`src/rtl/uart_pkg.sv`:
```
// uart_pkg: shared state type and constants for the UART receiver.
package uart_pkg;
    typedef enum logic [1:0] {IDLE, START, DATA, STOP} uart_rx_state_t;
    localparam int UART_DATA_BITS = 8;
    localparam int UART_CLKS_PER_BIT_DEFAULT = 434;
endpackage

```
`src/rtl/uart_rx_sync.sv`:
```
// uart_rx_sync: two-flop synchroniser plus history flop for the serial input.
// All flops reset high so a line idling high never looks like a start edge.
module uart_rx_sync (
    input  logic clk,
    input  logic rstn,
    input  logic rx_i,
    output logic s2_o,
    output logic fall_o
);
    logic s1_q, s2_q, prev_q;
    always_ff @(posedge clk) begin
        if (!rstn) begin
            s1_q   <= 1'b1;
            s2_q   <= 1'b1;
            prev_q <= 1'b1;
        end else begin
            s1_q   <= rx_i;
            s2_q   <= s1_q;
            prev_q <= s2_q;
        end
    end
    assign s2_o   = s2_q;
    assign fall_o = prev_q & ~s2_q;
endmodule

```
`src/rtl/uart_rx.sv`:
```
// uart_rx: 8N1 receiver with mid-bit start validation, centre sampling,
// stop-bit check and a single-entry valid/ready output register.
module uart_rx
    import uart_pkg::*;
#(
    parameter int CLKS_PER_BIT = UART_CLKS_PER_BIT_DEFAULT
) (
    input  logic                      clk,
    input  logic                      rstn,
    input  logic                      rx_i,
    output logic [UART_DATA_BITS-1:0] rx_data,
    output logic                      rx_valid,
    input  logic                      rx_ready,
    output logic                      frame_err,
    output logic                      overrun
);
    localparam int CW = $clog2(CLKS_PER_BIT);
    localparam logic [CW-1:0] HALF_LAST = CW'(CLKS_PER_BIT / 2 - 1);
    localparam logic [CW-1:0] BIT_LAST  = CW'(CLKS_PER_BIT - 1);

    logic                      s2, fall;
    uart_rx_state_t            state_q;
    logic [CW-1:0]             cnt_q;
    logic [2:0]                idx_q;
    logic [UART_DATA_BITS-1:0] shift_q, data_q;
    logic                      valid_q, ferr_q, ovr_q;

    uart_rx_sync u_sync (
        .clk    (clk),
        .rstn   (rstn),
        .rx_i   (rx_i),
        .s2_o   (s2),
        .fall_o (fall)
    );

    always_ff @(posedge clk) begin
        if (!rstn) begin
            state_q <= IDLE;
            cnt_q   <= '0;
            idx_q   <= '0;
            shift_q <= '0;
            data_q  <= '0;
            valid_q <= 1'b0;
            ferr_q  <= 1'b0;
            ovr_q   <= 1'b0;
        end else begin
            ferr_q <= 1'b0;
            ovr_q  <= 1'b0;
            cnt_q  <= cnt_q + 1'b1;
            if (valid_q && rx_ready)
                valid_q <= 1'b0;
            case (state_q)
                IDLE: if (fall) begin
                    state_q <= START;
                    cnt_q   <= '0;
                end
                START: if (cnt_q == HALF_LAST) begin
                    cnt_q   <= '0;
                    idx_q   <= '0;
                    state_q <= s2 ? IDLE : DATA;
                end
                DATA: if (cnt_q == BIT_LAST) begin
                    cnt_q   <= '0;
                    shift_q <= {s2, shift_q[UART_DATA_BITS-1:1]};
                    idx_q   <= idx_q + 1'b1;
                    if (idx_q == 3'd7)
                        state_q <= STOP;
                end
                STOP: if (cnt_q == BIT_LAST) begin
                    cnt_q   <= '0;
                    state_q <= IDLE;
                    // A full register still accepts the new byte if the old one leaves this cycle
                    if (!s2)
                        ferr_q <= 1'b1;
                    else if (!valid_q || rx_ready) begin
                        data_q  <= shift_q;
                        valid_q <= 1'b1;
                    end else
                        ovr_q <= 1'b1;
                end
                default: state_q <= IDLE;
            endcase
        end
    end

    assign rx_data   = data_q;
    assign rx_valid  = valid_q;
    assign frame_err = ferr_q;
    assign overrun   = ovr_q;
endmodule

```
`config.mk`:
```
export PLATFORM = sky130hd
export DESIGN_NAME = uart_rx
export DESIGN_NICKNAME = d
export VERILOG_FILES = /design/src/rtl/uart_pkg.sv /design/src/rtl/uart_rx_sync.sv /design/src/rtl/uart_rx.sv
export SDC_FILE = /design/constraint.sdc
export NUM_CORES = 1
export LEC_CHECK = 0
export ABC_AREA = 1
export ABC_CLOCK_PERIOD_IN_PS = 3800
export BUFFER_PORTS_ARGS = -buffer_cell sky130_fd_sc_hd__buf_4
export CELL_PAD_IN_SITES_DETAIL_PLACEMENT = 1
export CELL_PAD_IN_SITES_GLOBAL_PLACEMENT = 2
export CORE_MARGIN = 1
export CORE_UTILIZATION = 36
export DETAILED_ROUTE_END_ITERATION = 8
export PLACE_DENSITY = 0.86
export SLEW_MARGIN = 25
export SYNTH_ARGS = -nofsm -noshare
export SYNTH_HDL_FRONTEND = slang
export SYNTH_SLANG_ARGS = --single-unit
export TNS_END_PERCENT = 20
```
`constraint.sdc`:
```
create_clock -name clk -period 3.8 [get_ports clk]
set_input_delay 0.38 -clock clk [delete_from_list [all_inputs] [get_ports clk]]
set_output_delay 0.38 -clock clk [all_outputs]
set_load 0.01 [all_outputs]
```
==> metrics.txt, run 1 <==
area delta synth->final=16.9%; Diodes inserted=0; post-route setup TNS=0 ns; Yosys top cell by area=dfxtp_1; Startpoint Class=register; unrepaired setup endpoints after global routing=no; clock latency on the worst-skew pair=0.29 ns; RePlAce Congestion=0.767; CTS tree=built; Comb pwr share=0.032; DIE AREA=0.00460 mm²; Wirelength per Cell=12.5 µm; crit path capture type=register; WL met3=102 µm; switching share of power=0.205; reg2reg setup slack=2.27 ns; minimum clock period=1.53 ns; FMAX=0.654 GHz; Max Cap Viol=0; first-pass GRT wire length=5.50 mm; Pre-antenna DRT Iters=4; highest net fanout along the worst path=11; actual slew at the worst max-slew pin=0.389 ns; die span in x=67.9 µm; Inserted Clock Buffers=5; grt total ovfl=0; critical path class=register to register; routed wire length=3.34 mm; clock slew at reported path FFs=0.07 ns; GR Util All Layers=0.163; clock sink count=36; via count=1233; top layer in use=met4; PD cells=429 mW/mm²; Detail Placement HPWL=2.58 mm; post-synthesis cell count=199; Seq cells post-synth=36; Seq/Total Area, Yosys=0.462; initial DRC count=61; clock root buffer=clkbuf_8; clock network power share=0.473; Post-CTS Resized=0; reg2reg path depth=9; row count=23; vias in the first global route=1240; count of final hold-check violations=0; Sequential Power Share=0.495; number of antenna-violating nets in the routed design=0; core area=0.00409 mm²; crit share post-route=0.403; Avg Cell Area, Syn=7.85 µm²; final setup fails=0; Syn Nets=208; PortBufs=14; P_sw=160 µW; H-Tree Depth=2; CP Data Arrival Time=1.75 ns; Yosys warnings=0; Synth area leaders=dfxtp_1 46%, nand2_1 8.9%, nor2_1 8.9%; Clock Skews=0.00240 ns; Total Nets Final=225; initial antenna violation count=0; share of cells above drive strength 1=0.189; Hold Path Depth=2; Yosys cell types=29; largest net degree at the start of global routing=17; IO Pins=15; number of setup buffers added after CTS=0; Die Y=67.9 µm; CP Data Required Time=4.02 ns; M1 wire length=1.72 mm; Int Power=622 µW; Slew Limit Fails=0; mean number of vias per cell=4.62; initial core utilization=0.382; clk buf depth=2; fin util=0.447; DRC=0; Met2 Routed Length=1.49 mm; status=complete, no violations; Leak=0.808 nW; CTS Hold Bufs=0; post-synth top area share=0.462; Max VDD drop=0.000216 V; slew margin rel.=0.740; Cell Area, Synth=0.00156 mm²; Hold WC Path Type=input port to register
## placed cells by master, fill, tap and decap left out
master and count:
nor2_1 37, nand2_1 37, dfxtp_1 36, inv_1 20, buf_4 14, o21ai_0 12, a21oi_1 9, nand3_1 7
clkbuf_8 7, nand2_2 5, ha_1 5, xor2_1 4, nor3_1 4, clkinv_2 2, nand2_4 2, a21oi_2 2
or2_2 2, nor2_2 1, nor2_8 1, nand4_4 1, xnor2_1 1, nor2_4 1, inv_2 1, o21ai_2 1
o211ai_1 1, nand4_1 1, a22oi_1 1, o21ai_1 1, bufinv_16 1
## routing by layer
metal,global-route usage,vias up
li1,-,655
met1,0.211,562
met2,0.250,12
met3,0.0650,4
met4,0.0469,0
met5,0,-
## worst max-delay path, stage by stage (launching register included)
cell and delay [ns]:
dfxtp_1 0.42, ha_1 0.17, nand2_1 0.06, inv_1 0.06, nand2_2 0.08, nor2_8 0.15, nand2_4 0.12, inv_2 0.18
o21ai_0 0.10, a21oi_1 0.12
## cell usage after synthesis (all sizes together)
| cell type | number |
|---|---|
| a21oi | 11 |
| xnor2 | 1 |
| or2 | 2 |
| a22oi | 1 |
| buf | 3 |
| ha | 5 |
| clkinv | 2 |
| xor2 | 4 |
| nor3 | 4 |
| dfxtp | 36 |
| nand4 | 2 |
| clkbuf | 1 |
| o21ai | 14 |
| nor2 | 40 |
| nand2 | 44 |
| nand3 | 7 |
| inv | 21 |
| o211ai | 1 |
## path summary, 6_finish.rpt
kind | startpoint | to
max | cnt_q[0] | shift_q[7]
min | rx_i | u_sync.s1_q
max reg2reg | cnt_q[0] | shift_q[7]
min reg2reg | u_sync.s1_q | u_sync.s2_o
## sequential cells by signal, summed over array words and instances (netlist names), named ones only
register       flops
idx_q              3
u_sync.s2_o        1
shift_q            8
u_sync.s1_q        1
state_q            1
cnt_q              9
frame_err          1
rx_data            8
overrun            1
rx_valid           1
u_sync.prev_q      1
## area by class of cell
class / count / area [µm²]
clock buffers: 7 / 96.3
clock inverters: 1 / 30.0
fillers: 518 / 2260
inverters: 23 / 88.8
multi-input cells: 136 / 722
flip-flops and latches: 36 / 721
well taps: 50 / 62.6
repair buffers: 14 / 105
## power groups by stage
stage | sequential (mW) | combinational, mW | clock (mW)
2_1_floorplan | 0.394 | 0.0172 | 0
3_3_place_gp | 0.395 | 0.0246 | 0
3_5_place_dp | 0.396 | 0.0260 | 0
4_1_cts | 0.387 | 0.0261 | 0.378
5_1_grt | 0.388 | 0.0299 | 0.399
6_report | 0.387 | 0.0254 | 0.370
## cells by family (layout without fill, tap and decap cells)
logic type	Yosys count	in the layout	share of synthesized area
xor gates and xnor gates	5	5	0.0280
adders and majority gates	5	5	0.0401
buffers and inverters	27	45	0.0761
DFF	36	36	0.462
and+or+nand+nor	99	99	0.297
AOI/OAI and AO/OA	27	27	0.0970
## stage by stage
stage / area (µm²) / std cells / power [mW] / hold slack [ns] / worst slack [ns]
2_1_floorplan: 1560 / 199 / 0.412 / 0.392 / 2.47
3_3_place_gp: 1700 / 259 / 0.420 / 0.404 / 2.35
3_5_place_dp: 1700 / 259 / 0.422 / 0.424 / 2.26
4_1_cts: 1830 / 267 / 0.792 / 0.287 / 2.25
5_1_grt: 1830 / 267 / 0.817 / 0.289 / 2.09
6_report: 1830 / 267 / 0.783 / 0.288 / 2.27
Note: power is estimated with default switching activity, not from simulation.
==> inputs of run 2 (changes only) <==
--- a/config.mk
+++ b/config.mk
@@ -6,14 +6,14 @@
 export NUM_CORES = 1
 export LEC_CHECK = 0
 export ABC_AREA = 1
-export ABC_CLOCK_PERIOD_IN_PS = 3800
+export ABC_CLOCK_PERIOD_IN_PS = 1300
 export BUFFER_PORTS_ARGS = -buffer_cell sky130_fd_sc_hd__buf_4
 export CELL_PAD_IN_SITES_DETAIL_PLACEMENT = 1
 export CELL_PAD_IN_SITES_GLOBAL_PLACEMENT = 2
 export CORE_MARGIN = 1
-export CORE_UTILIZATION = 36
+export CORE_UTILIZATION = 30
 export DETAILED_ROUTE_END_ITERATION = 8
-export PLACE_DENSITY = 0.86
+export PLACE_DENSITY = 0.77
 export SLEW_MARGIN = 25
 export SYNTH_ARGS = -nofsm -noshare
 export SYNTH_HDL_FRONTEND = slang
==> constraint.sdc (replaced) <==
create_clock -name clk -period 1.3 [get_ports clk]
set_input_delay 0.13 -clock clk [delete_from_list [all_inputs] [get_ports clk]]
set_output_delay 0.13 -clock clk [all_outputs]
set_load 0.01 [all_outputs]
==> run 2 against run 1 <==
Compared with the run above:
- clock power up 120%
- largest power group unchanged
- die area up 19%
- final area up 15%
- worst setup slack worse by 2.4 ns
- first-iteration DRC count up 1.6%
- the flow now finishes with violations (negative setup slack)
- utilization down 1.6 points
- non-clock buffer count up 23
- global-route usage down 0.67 points
- critical endpoint is now idx_q[2]
- critical path depth up 2
- clock skew up 0.0031 ns
- largest cell class unchanged
- combinational power rose to 5.0 times the previous value
==> metrics.txt, run 2 (synthesis gave the netlist of run 1 again) <==
via count=1373 (+11%); critical path class=register to register; row count=25 (+8.7%); unrepaired setup endpoints after global routing=yes; DIE AREA=0.00550 mm² (+19%); H-Tree Depth=2 (unchanged); PD cells=977 mW/mm² (+130%); grt total ovfl=0 (unchanged); clock latency on the worst-skew pair=0.29 ns (about the same); slew margin rel.=0.838 (+0.0979); Die Y=74.1 µm (+9.3%); Pre-antenna DRT Iters=4 (unchanged); initial DRC count=62 (+1.6%); actual slew at the worst max-slew pin=0.242 ns (-0.147 ns); Wirelength per Cell=12.3 µm (-2.0%); minimum clock period=1.42 ns (-0.108 ns); number of antenna-violating nets in the routed design=0 (unchanged); clock slew at reported path FFs=0.08 ns (about the same); clock sink count=36 (unchanged); area delta synth->final=34.7%; fin util=0.431 (-0.0157); Max VDD drop=0.000333 V (+55%); Diodes inserted=0 (unchanged); CP Data Required Time=1.53 ns (-2.49 ns); crit path capture type=register; final setup fails=30 (+30); violated checks=negative setup slack; clock root buffer=clkbuf_8; commonest non-fill, non-tap cells in the layout=36 x nand2_1, 36 x buf_4, 34 x dfxtp_1, 31 x nor2_1, 17 x inv_1; fill cell total of the finished layout=615 (+19%); crit share post-route=1.09 (+0.691); status=finished with violations; share of cells above drive strength 1=0.347 (+0.158); clk buf depth=2 (unchanged); highest net fanout along the worst path=8 (-3); CP Data Arrival Time=1.65 ns (-0.10 ns); Detail Placement HPWL=2.62 mm (+1.3%); Hold WC Path Type=input port to register; FMAX=0.704 GHz (+7.6%); initial core utilization=0.320 (-0.0621); die span in x=74.1 µm (+9.3%); count of final hold-check violations=0 (unchanged); largest net degree at the start of global routing=18 (+1); Max Cap Viol=0 (unchanged); initial antenna violation count=0 (unchanged); mean number of vias per cell=4.44 (-3.8%); Leak=0.932 nW (+15%); RePlAce Congestion=0.725 (-5.4%); first-pass GRT wire length=6.35 mm (+15%); Inserted Clock Buffers=5 (unchanged); GR Util All Layers=0.157 (-0.00672); IO Pins=15 (unchanged); Slew Limit Fails=0 (unchanged); Clock Skews=0.00553 ns (+0.00313 ns); vias in the first global route=1331 (+7.3%); Largest register FFs=9 (unchanged); core area=0.00488 mm² (+19%); PortBufs=14 (unchanged); Largest Register=cnt_q; post-route setup TNS=-2.11 ns (-2.11 ns); Total Nets Final=250 (+11%); Startpoint Class=register; final setup margin=-0.121 ns (-2.39 ns); DRC=0 (unchanged); routed wire length=3.79 mm (+13%); CTS tree=built; Hold WS=0.0195 ns (-0.268 ns)
==> run 2: cell count changes in the layout (fill, tap and decap cells not counted), sizes merged <==
cell / delta
buf: +23
clkinv: +3
clkbuf: -2
bufinv: -1
nand2: +1
nand4: +1
==> run 2: path summary, 6_finish.rpt <==
check	from	to	slack, ns	depth (start not counted)
worst max-delay path	cnt_q[1]	idx_q[2]	-0.12	11
worst min-delay path	rx_i	u_sync.s1_q	0.02	2
worst max register to register	cnt_q[1]	idx_q[2]	-0.12	11
worst min register to register	u_sync.s1_q	u_sync.s2_o	0.42	1
==> run 2: layout make-up <==
class / instances / area, µm² / share of cell area
Multi-Input combinational cell: 138 / 816 / 0.388
Clock inverter: 3 / 18.8 / 0.00892
Timing Repair Buffer: 37 / 290 / 0.138
Clock buffer: 5 / 68.8 / 0.0327
Inverter: 23 / 100 / 0.0476
Sequential cell: 36 / 726 / 0.345
Tap cell: 67 / 83.8 / 0.0399
==> run 2: layer usage <==
layer,wire length (µm),vias up,GRT usage,part of all wire
met5,0,-,0,0
met4,47,0,0.0641,0.012
met3,116,7,0.0407,0.031
met2,1730,17,0.246,0.46
met1,1890,635,0.204,0.50
li1,-,714,-,-
==> run 2: stage by stage <==
| step | instances | setup WS [ns] | instance area (µm²) | power, mW |
|---|---|---|---|---|
| floorplan | 199 | 0.00128 | 1570 | 1.20 |
| global placement | 296 | -0.135 | 1890 | 1.26 |
| detailed placement | 296 | -0.179 | 1890 | 1.26 |
| CTS | 308 | -0.117 | 2070 | 2.08 |
| global route | 309 | -0.210 | 2100 | 2.15 |
| finish | 309 | -0.121 | 2100 | 2.06 |
==> run 2: critical path, stage by stage (launching register included) <==
cell and delay, ns:
dfxtp_2 0.34, inv_4 0.07, ha_4 0.13, nand2_2 0.05, inv_2 0.06, nand2_4 0.06, nor2_8 0.17, nand2_4 0.10
buf_12 0.15, nand2_4 0.06, o21ai_2 0.05, nor2_1 0.11
==> run 2: where the power goes <==
part           leakage, nW  internal [mW]  switching [mW]
sequential           0.292           1.12          0.0145
clock               0.0479          0.373           0.425
combinational        0.592         0.0583          0.0684
total                0.932           1.55           0.508
==> run 2: what timing repair did <==
item,CTS,global route
pin swaps,9,4
resized for setup,22,11
buffers inserted,2,1
endpoints found under the setup margin,30,32
hold buffers,0,0
gates cloned,2,0
